$ cat src/rtl/rr_arb_mux.sv
// rr_arb_mux: N-channel round-robin arbitrating multiplexer with a single
// registered, valid/ready-handshaked output stage.
// Optional feature macro: ARB_MUX_LOCK_EN. When it is defined, the in_last_i
// port exists and a multi-beat burst holds the grant until its last beat.

`ifndef DATA_WIDTH
`define DATA_WIDTH 32
`endif

module rr_arb_mux #(
    parameter int WIDTH  = `DATA_WIDTH,
    parameter int NUM_CH = 3,
    localparam int SEL_W = $clog2(NUM_CH)
) (
    input  logic                    clk_i,
    input  logic                    rst_i,
    input  logic [NUM_CH-1:0]       in_valid_i,
    input  logic [NUM_CH*WIDTH-1:0] in_data_i,
`ifdef ARB_MUX_LOCK_EN
    input  logic [NUM_CH-1:0]       in_last_i,
`endif
    output logic [NUM_CH-1:0]       in_ready_o,
    output logic                    out_valid_o,
    output logic [WIDTH-1:0]        out_data_o,
    output logic [SEL_W-1:0]        out_sel_o,
    input  logic                    out_ready_i
);

    // Channel count and last index at the widths used by the scan arithmetic.
    localparam logic [SEL_W:0]   NUM_CH_W = (SEL_W+1)'(NUM_CH);
    localparam logic [SEL_W-1:0] LAST_CH  = SEL_W'(NUM_CH - 1);

    // Channel that follows c in round-robin order (wraps after the last one).
    function automatic logic [SEL_W-1:0] next_ch(input logic [SEL_W-1:0] c);
        logic [SEL_W-1:0] n;
        if (c == LAST_CH) begin
            n = '0;
        end else begin
            n = c + SEL_W'(1);
        end
        return n;
    endfunction

    logic                    out_valid_q, out_valid_d;
    logic [WIDTH-1:0]        out_data_q,  out_data_d;
    logic [SEL_W-1:0]        out_sel_q,   out_sel_d;
    logic [SEL_W-1:0]        ptr_q,       ptr_d;
`ifdef ARB_MUX_LOCK_EN
    logic                    lock_vld_q,  lock_vld_d;
    logic [SEL_W-1:0]        lock_ch_q,   lock_ch_d;
`endif

    logic [WIDTH-1:0]        ch_data_s [NUM_CH];
    logic                    can_load_s;
    logic                    grant_vld_s;
    logic [SEL_W-1:0]        grant_idx_s;
    logic                    xfer_s;
    logic [NUM_CH-1:0]       in_ready_s;

    // Unpack the flat data bus into one word per channel.
    for (genvar g = 0; g < NUM_CH; g++) begin : g_unpack
        assign ch_data_s[g] = in_data_i[g*WIDTH +: WIDTH];
    end

    // The output register may accept a new beat when empty or draining now;
    // nothing is accepted while reset is asserted.
    assign can_load_s = (!out_valid_q || out_ready_i) && !rst_i;

    // Arbitration: first requester at or after ptr, or the locked channel.
    always_comb begin : arb_comb
        logic [SEL_W:0]   sum;
        logic [SEL_W-1:0] cand;
        logic             hit;
        grant_vld_s = 1'b0;
        grant_idx_s = '0;
        sum         = '0;
        cand        = '0;
        hit         = 1'b0;
`ifdef ARB_MUX_LOCK_EN
        if (lock_vld_q) begin
            // A locked burst owns the port even while its channel idles.
            grant_vld_s = in_valid_i[lock_ch_q];
            grant_idx_s = lock_ch_q;
        end else begin
`endif
            for (int i = 0; i < NUM_CH; i++) begin
                sum         = {1'b0, ptr_q} + (SEL_W+1)'(i);
                sum         = (sum >= NUM_CH_W) ? (sum - NUM_CH_W) : sum;
                cand        = sum[SEL_W-1:0];
                hit         = in_valid_i[cand] && !grant_vld_s;
                grant_idx_s = hit ? cand : grant_idx_s;
                grant_vld_s = grant_vld_s || hit;
            end
`ifdef ARB_MUX_LOCK_EN
        end
`endif
    end

    // One-hot accept toward the winning channel; zero when nothing can move.
    always_comb begin
        in_ready_s = '0;
        if (grant_vld_s && can_load_s) begin
            in_ready_s[grant_idx_s] = 1'b1;
        end else begin
            in_ready_s = '0;
        end
    end

    assign xfer_s = grant_vld_s && can_load_s;

    // Next state of the output register, pointer and lock.
    always_comb begin
        out_valid_d = out_valid_q;
        out_data_d  = out_data_q;
        out_sel_d   = out_sel_q;
        ptr_d       = ptr_q;
`ifdef ARB_MUX_LOCK_EN
        lock_vld_d  = lock_vld_q;
        lock_ch_d   = lock_ch_q;
`endif
        if (xfer_s) begin
            out_valid_d = 1'b1;
            out_data_d  = ch_data_s[grant_idx_s];
            out_sel_d   = grant_idx_s;
`ifdef ARB_MUX_LOCK_EN
            if (!in_last_i[grant_idx_s]) begin
                // Mid-burst: hold the grant, keep the pointer where it is.
                lock_vld_d = 1'b1;
                lock_ch_d  = grant_idx_s;
                ptr_d      = ptr_q;
            end else begin
                lock_vld_d = 1'b0;
                ptr_d      = next_ch(grant_idx_s);
            end
`else
            ptr_d       = next_ch(grant_idx_s);
`endif
        end else if (out_ready_i) begin
            out_valid_d = 1'b0;
        end else begin
            out_valid_d = out_valid_q;
        end
    end

    // State registers; reset discards any held beat immediately.
    always_ff @(posedge clk_i or posedge rst_i) begin
        if (rst_i) begin
            out_valid_q <= 1'b0;
            out_data_q  <= '0;
            out_sel_q   <= '0;
            ptr_q       <= '0;
`ifdef ARB_MUX_LOCK_EN
            lock_vld_q  <= 1'b0;
            lock_ch_q   <= '0;
`endif
        end else begin
            out_valid_q <= out_valid_d;
            out_data_q  <= out_data_d;
            out_sel_q   <= out_sel_d;
            ptr_q       <= ptr_d;
`ifdef ARB_MUX_LOCK_EN
            lock_vld_q  <= lock_vld_d;
            lock_ch_q   <= lock_ch_d;
`endif
        end
    end

    assign in_ready_o  = in_ready_s;
    assign out_valid_o = out_valid_q;
    assign out_data_o  = out_data_q;
    assign out_sel_o   = out_sel_q;

endmodule

$ cat config.mk
export PLATFORM = sky130hd
export DESIGN_NAME = rr_arb_mux
export DESIGN_NICKNAME = d
export VERILOG_FILES = /design/src/rtl/rr_arb_mux.sv
export SDC_FILE = /design/constraint.sdc
export NUM_CORES = 1
export LEC_CHECK = 0
export CORE_MARGIN = 3
export CORE_UTILIZATION = 42
export DETAILED_ROUTE_END_ITERATION = 7
export GPL_TIMING_DRIVEN = 0
export PLACE_DENSITY = 0.89
export SETUP_SLACK_MARGIN = 0.05
export SLEW_MARGIN = 20
export SYNTH_ARGS = -nofsm -noshare
export SYNTH_HDL_FRONTEND = slang
export SYNTH_SLANG_ARGS = --single-unit
$ cat constraint.sdc
create_clock -name clk_i -period 5.1 [get_ports clk_i]
set_clock_uncertainty 0.2 [all_clocks]
set_input_delay 1.02 -clock clk_i [delete_from_list [all_inputs] [get_ports clk_i]]
set_output_delay 1.02 -clock clk_i [all_outputs]
set_load 0.01 [all_outputs]
==> flow_summary.toml <==
[timing]
setup_violations = 0
maxSlewHeadroom = 0.674
tightest_slew_ps = 489
worst_slack_ps = 435
hold_viol_final = 0
fin_tns_setup_ps = 0
maxSlewViolCount = 0
clock.fmax_mhz = 214
min_period_over_period = 0.915
fin_crit_ps = 4670
rsz0062_at_grt = "no"

[die]
coreArea_sq_um = 5570
start_util = 0.437
ios = 140
rows = 27
dieHeight_um = 82.2
dieArea_sq_um = 6750
fp.dieW_um = 82.2

[global_route]
grt_max_degree = 23
grt_pass1_wl_mm = 11.6
grt.overflow.total = 0
grt_pass1_vias = 2446
grt_antenna_before_repair = 0
groute.usage.overall = 0.223

[yosys]
yosysMostFrequentCell = "dfrtp_1"
synth_compound_area_frac = 0.221
synth_xor_xnor_area_share = 0
syn_nets = 343
synth_top_area_frac = 0.380
synth_top_cell_by_area = "dfrtp_1"
syn_inst = 237
yosysWarnings = 0
synth_common_cells = "dfrtp_1 (37), mux2i_1 (34), nand2_1 (34), nand3_1 (34), o211ai_2 (27)"
synthMuxAreaShare = 0.145
synth_seq_cells = 37
synth-main-ff-cell = "dfrtp_1"
syn-mean-instance-area_sq_um = 10.3
synth.distinct_cells = 36
synth_fa_ha_area_frac = 0.0205
synth_top_family_by_area = "compound AO/OA/AOI/OAI gates"
synth_simple_gate_area_frac = 0.167
yosysSeqAreaShare = 0.380
synth_edf_count = 0
synthTopCellsByArea = "dfrtp_1 (38%), mux2i_1 (14%), o211ai_2 (14%)"
synth_async_sr_flop_share = 1.00
syn-cell-area_sq_um = 2440

[finish]
diodes = 0
final_cell_count_no_fill = 456
layout-drive-gt1-share = 0.143
areaGrowthSynthToFinish_pct = 65.3
utilization = 0.722
final_net_count = 490

[clock_tree]
ctsLongestPathBuffers = 2
clk_pin_slew_ps = 70
cts-resized-gates = 0
hold_buffers = 0
cts_setup_buffers = 0
cts_buffers = 5
tritoncts = "done"
clock_sinks = 37
cts.htree.levels = 2
clk_latency_ps = 270
cts_root_buf = "clkbuf_8"

[placement]
numPortBuffers = 139
post-place-ws_ps = 430
dp_hpwl_mm = 5.85
placedCellCount = 449
routabilityCongestion = 0.805

[pwr]
p_per_area_nw_per_um2 = 551
ir_drop_mv = 0.268
totalPowerFinal_mw = 2.22
p_leak_nw = 1.78

[min_path]
hold_path.class = "reg -> reg"
hold_end = "out_sel_o[1]"
hold_depth = 1
hold_start = "out_sel_o[1]"

[worst_setup_path]
rr_startpoint = "ptr_q[1]"
path_max_fanout = 10
rrSetupSlack_ps = 2480
crit_type = "in -> out"
rr_worst_depth = 10
critPathArrivalTime_ps = 3450
reg2reg_to = "out_data_o[15]"
crit_required_ps = 3880
end_kind = "output port"
startpoint_type = "input port"

[drt]
drcViolationCount = 0
drt_iter0_drc = 64
drtPass1Iterations = 7
wl_per_cell_um = 16.3
vias_per_cell = 5.32
vias = 2426
ant_nets = 0
routed_wl_mm = 7.43

[job]
cap_violations = 0

[status]
status = "finished clean"
metrics by stage:
stage	instance area [sq um]	hold WS (ps)
after floorplan	2440	302
after global placement	3920	268
after detailed placement	3950	274
after CTS	4030	296
after global routing	4030	319
final	4030	295
per-layer routing:
layer	vias to the layer above	part of all wire	GRT usage
li1	1162	-	-
met1	1163	0.40	0.275
met2	97	0.51	0.384
met3	4	0.092	0.0651
met4	0	0.0047	0.0515
met5	-	0	0
final cells by class:
type / count / area, sq um
Buffer: 21 / 145
Clock buffer: 6 / 72.6
Clock inverter: 1 / 8.76
Fill cell: 442 / 1550
Inverter: 4 / 15.0
Multi-Input combinational cell: 175 / 1350
Sequential cell: 37 / 926
Tap cell: 72 / 90.1
Timing Repair Buffer: 140 / 1420
kinds of logic (layout without fill, tap and decap cells):
group / after synthesis / after routing
DFF: 37 / 37
buffers and inverters: 25 / 172
and+or+nand+nor: 85 / 85
adders and majority gates: 4 / 4
muxes: 35 / 35
AOI/OAI and AO/OA: 51 / 51
worst max path at each step:
stage / start / end / slack (ps) / depth (start not counted)
5_1_grt: in_valid_i[1] / in_ready_o[0] / 250 / 9
2_1_floorplan: in_valid_i[1] / in_ready_o[0] / 1700 / 7
4_1_cts: in_valid_i[1] / in_ready_o[0] / 430 / 9
3_3_place_gp: in_valid_i[1] / in_ready_o[0] / 470 / 9
3_5_place_dp: in_valid_i[1] / in_ready_o[0] / 430 / 9
6_report: in_valid_i[1] / in_ready_o[0] / 430 / 9
critical path, cell delays in order:
cell,delay (ps)
clkdlybuf4s50_1,600
mux2i_1,160
o221ai_2,320
o21ai_4,150
or2_1,260
buf_6,150
buf_6,150
nor2_1,100
clkdlybuf4s50_1,540
registers in the layout, indices dropped and copies added, names as in the netlist:
signal / count
ptr_q: 2
out_sel_o: 2
out_data_o: 32
out_valid_o: 1
where the power goes:
group | switching [mW] | internal [mW]
clock | 0.0974 | 0.0946
combinational | 0.744 | 0.762
sequential | 0.0813 | 0.438
cells in the final DEF, fill, tap and decap left out, types with 4 or more instances in the layout:
master,instances
dfrtp_1,37
ha_1,4
buf_6,6
clkbuf_1,9
o211ai_1,7
clkdlybuf4s50_1,139
nand2_1,34
o211ai_2,27
buf_4,5
nor2_1,5
clkbuf_8,5
mux2i_1,34
nand3_1,34
No activity file was read; power rests on OpenSTA's default activity.
==> RTL edit 1, RTL diff (same settings) <==
Set the macro `DATA_WIDTH` to 40 (it was 32).
--- a/src/rtl/rr_arb_mux.sv
+++ b/src/rtl/rr_arb_mux.sv
@@ -6,3 +6,3 @@
 `ifndef DATA_WIDTH
-`define DATA_WIDTH 32
+`define DATA_WIDTH 40
 `endif
Ports: changed (resized in_data_i and out_data_o); port bits go from 140 to 172. No check against the original RTL was run, so the function may have changed too.
==> RTL edit 1 against the original RTL <==
- setup slack lost 250 ps
- hold slack worse by 15 ps
- total power is 37% higher
- fmax down 5.1%
- register-to-register slack got worse by 460 ps
- final area increased by 19%
- area after synthesis increased by 18%
- clock power rose by 45%
- wire length up 44%
- sequential cell count grew 8
- critical path type unchanged
- largest cell class unchanged
- largest power group unchanged
- highest routed layer unchanged
==> RTL edit 1: results (changes against the original RTL) <==
** Yosys
- Top cells by count, synth: sky130_fd_sc_hd__nand2_1, sky130_fd_sc_hd__dfrtp_1, sky130_fd_sc_hd__nand3_1, sky130_fd_sc_hd__nor2_1, sky130_fd_sc_hd__o211ai_1 (was sky130_fd_sc_hd__dfrtp_1, sky130_fd_sc_hd__mux2i_1, sky130_fd_sc_hd__nand2_1, sky130_fd_sc_hd__nand3_1, sky130_fd_sc_hd__o211ai_2).
- The number of instances in the synthesized netlist came to 321 (was 237).
- The share of synthesized area spent on multiplexers was 3.49% (was 14.5%).
- Largest cells by area after synthesis :: sky130_fd_sc_hd__dfrtp_1, sky130_fd_sc_hd__nand2_1, sky130_fd_sc_hd__o211ai_1 (was sky130_fd_sc_hd__dfrtp_1, sky130_fd_sc_hd__mux2i_1, sky130_fd_sc_hd__o211ai_2)

** Pwr
- The static power due to leakage is 1.99 nW (was 1.78 nW).
- The clock network fraction of total power was 9.2% (was 8.7%).
- Power share of the sequential group :: 20.6% (was 23.4%)
- Net load switching power :: 1.40 mW (was 0.923 mW)
- The power drawn by the sequential cells was 0.627 mW (was 0.519 mW).
- The maximum vdd ir drop is 0.340 mV (was 0.268 mV).

** Drt
- Number of violations reported at the end of detailed-routing iteration 0 :: 150 (was 64)
- Post-detailed-routing wire length :: 10.7 mm (was 7.43 mm)
- Routed vias :: 3298 (was 2426)
- The first-pass iteration count of the detailed router came to 4 (was 7).

** Placement
- Routability Congestion :: 0.857 (was 0.805)
- The number of cells after detailed placement is 570 (was 449).
- Post-DP Area :: 4700 µm² (was 3950 µm²)

** Critical path
- The data arrival time at the worst-slack endpoint is 3700 ps (was 3450 ps).
- The delay of the slowest cell on the worst path is 540 ps (was 600 ps).

** Final layout
- Fillcell total :: 503 (was 442)
- Layout-stage area growth over the synthesis result :: 67.6% (was 65.3%)
- Final-stage net count :: 630 (was 490)
- Max reg flops :: 40 (was 32)
- The proportion of layout cells with a drive suffix above 1 is 9.18% (was 14.3%).

** Min path
- The number of cells traversed by the worst hold path is 2 (was 1).

** Clock network
- Skew-Pair Late Insertion Delay :: 300 ps (was 270 ps)

** GRT
- The overall routing resource usage came to 27.3% (was 22.3%).
- The number of global-route vias before repair is 3408 (was 2446).

** Status
- Run status: complete, no violations (unchanged).
[RTL edit 1: path summary, 6_finish.rpt]
| path | start | slack [ps] | to |
|---|---|---|---|
| max | in_valid_i[0] | 180 | in_ready_o[2] |
| min | out_data_o[5] | 280 | out_data_o[5] |
| max reg2reg | ptr_q[0] | 2020 | out_data_o[11] |
| min reg2reg | out_data_o[5] | 280 | out_data_o[5] |
| max in group asynchronous | rst_i | 3290 | out_data_o[31] |
| min in group asynchronous | rst_i | 900 | out_data_o[12] |
[RTL edit 1: cell type report]
| cell class | count | share of cell area [%] |
|---|---|---|
| timing repair buffer | 172 | 36.0 |
| multi-input combinational | 240 | 32.3 |
| sequential | 45 | 23.4 |
| buffer | 29 | 3.46 |
| tap | 77 | 2.00 |
| clock buffer | 6 | 1.51 |
| clock inverter | 2 | 0.806 |
| inverter | 7 | 0.546 |
[RTL edit 1: tightest hold or removal path, cell delays in order (launching register included)]
cell and delay (ps):
sky130_fd_sc_hd__dfrtp_1 350, sky130_fd_sc_hd__nand2_1 50, sky130_fd_sc_hd__o31ai_1 50
[RTL edit 1: per-layer routing]
metal / GRT usage [%] / vias up / wire length, µm
li1: - / 1540 / -
met1: 31.4 / 1583 / 4070
met2: 48.9 / 141 / 5530
met3: 5.21 / 34 / 754
met4: 11.8 / 0 / 370
met5: 0 / - / 0
[RTL edit 1: kinds of logic (layout without fill, tap and decap cells)]
| group | after synthesis | in the layout |
|---|---|---|
| flops | 45 | 45 |
| compound gates | 101 | 101 |
| simple gates | 128 | 128 |
| buf+inv | 36 | 216 |
| mux | 7 | 7 |
| fa+ha+maj | 4 | 4 |
==> RTL edit 2, RTL diff (same flow settings) <==
Made on the original files. `out_data_q` no longer has a reset.
--- a/src/rtl/rr_arb_mux.sv
+++ b/src/rtl/rr_arb_mux.sv
@@ -148,3 +148,2 @@
             out_valid_q <= 1'b0;
-            out_data_q  <= '0;
             out_sel_q   <= '0;
@@ -157,3 +156,2 @@
             out_valid_q <= out_valid_d;
-            out_data_q  <= out_data_d;
             out_sel_q   <= out_sel_d;
@@ -167,2 +165,6 @@
 
+    always_ff @(posedge clk_i) begin
+        out_data_q <= out_data_d;
+    end
+
     assign in_ready_o  = in_ready_s;
Function: differs if rst_i is asserted again (counterexample within 4 cycles, from zero or initial values and one cycle with rst_i high); with rst_i held inactive, the same outputs for 10 cycles.
==> RTL edit 2 against the original RTL <==
- count of clock-buffer cells in the layout fell by 1
- combinational power rose by 38%
- area after synthesis rose by 35%
- setup slack got worse by 140 ps
- final area rose by 22%
- sequential cell count did not move
- total power rose by 31%
- sequential share of layout area fell by 0.85 points
- hold slack got worse by 13 ps
- via count rose by 42%
- wire length rose by 46%
- utilization fell by 6.4 points
- largest cell class is now multi-input gates
==> RTL edit 2: results (changes against the original RTL) <==
** Status
- Run status: complete, no violations (unchanged).

** Critical path
- Arrival time at the worst endpoint :: 3590 ps (was 3450 ps)
- The depth of the worst register-to-register path came to 9 (was 10).
- The destination of the worst register-to-register timing path was out_data_o[5] (was out_data_o[15]).

** Yosys
- Top cells by count, synth :: sky130_fd_sc_hd__o21ai_0, sky130_fd_sc_hd__o211ai_1, sky130_fd_sc_hd__nor2b_1 (was sky130_fd_sc_hd__dfrtp_1, sky130_fd_sc_hd__mux2i_1, sky130_fd_sc_hd__nand2_1, sky130_fd_sc_hd__nand3_1, sky130_fd_sc_hd__o211ai_2)
- The portion of the post-synthesis area used by sequential elements is 33.0% (was 38.0%).
- The adder and majority gate portion of the synthesized area is 1.52% (was 2.05%).
- The number of unique standard cell types used by synthesis was 37 (was 36).
- The number of nets in the synthesized netlist is 461 (was 343).
- The share of synthesized area spent on multiplexers was 15.6% (was 14.5%).
- Flip-flop cell with the highest count after synthesis :: sky130_fd_sc_hd__edfxtp_1 (was sky130_fd_sc_hd__dfrtp_1)
- The post-synthesis compound-gate area fraction came to 16.9% (was 22.1%).

** Drt
- Number of optimization iterations in the first detailed-route pass :: 4 (was 7)
- Routed wire length on met3 :: 946 µm (was 684 µm)
- The routed length per instance came to 18.0 µm (was 16.3 µm).
- Number of violations reported at the end of detailed-routing iteration 0 :: 184 (was 64)
- Via density :: 5.74 (was 5.32)

** GRT
- The number of global-route vias before repair is 3566 (was 2446).
- The maximum number of pins on one net before global-route repair is 39 (was 23).

** Placement
- Post-DP Area :: 4810 µm² (was 3950 µm²)

** Final layout
- The proportion of layout cells with a drive suffix above 1 was 11.2% (was 14.3%).
- Final-stage net count :: 607 (was 490)

** Pwr
- The static power due to leakage is 1.87 nW (was 1.78 nW).
- The maximum vdd ir drop came to 0.247 mV (was 0.268 mV).
- Total internal power :: 1.73 mW (was 1.29 mW)
- Switching part of the total :: 40.7% (was 41.6%)

** Die
- # rows :: 31 (was 27)

** Min path
- The worst hold path startpoint is out_sel_o[0] (was out_sel_o[1]).
- Worst hold path stage count :: 2 (was 1)
- Worst Hold End :: out_sel_o[0] (was out_sel_o[1])

** STA
- Hold_ws :: 283 ps (was 295 ps)
RTL edit 2: cell count changes after synthesis, sizes merged, moves of 15 or more:
cell / change
o21ai: +35
mux2: +33
nor2b: +33
and2: +32
dfrtp: -32
edfxtp: +32
nand4: +32
mux2i: -31
nand2: -31
clkbuf: +15
RTL edit 2: cell type report:
| cell class | instances | area, µm² |
|---|---|---|
| Inverter | 6 | 27.5 |
| Sequential cell | 37 | 1090 |
| Multi-Input combinational cell | 276 | 2010 |
| Tap cell | 99 | 124 |
| Buffer | 36 | 181 |
| Timing Repair Buffer | 139 | 1390 |
| Clock buffer | 5 | 68.8 |
| Clock inverter | 3 | 12.5 |
| Fill cell | 618 | 2540 |
RTL edit 2: stage by stage:
stage | setup TNS (ps) | instances
after global routing | 0 | 601
after detailed placement | -179 | 593
after floorplan | 0 | 355
final | 0 | 601
after CTS | 0 | 601
after global placement | -850 | 593
RTL edit 2: what timing repair did:
action                                  in CTS  in global routing
endpoints found under the setup margin       2                  2
pin swaps                                    0                  0
gates resized for setup                      1                  2
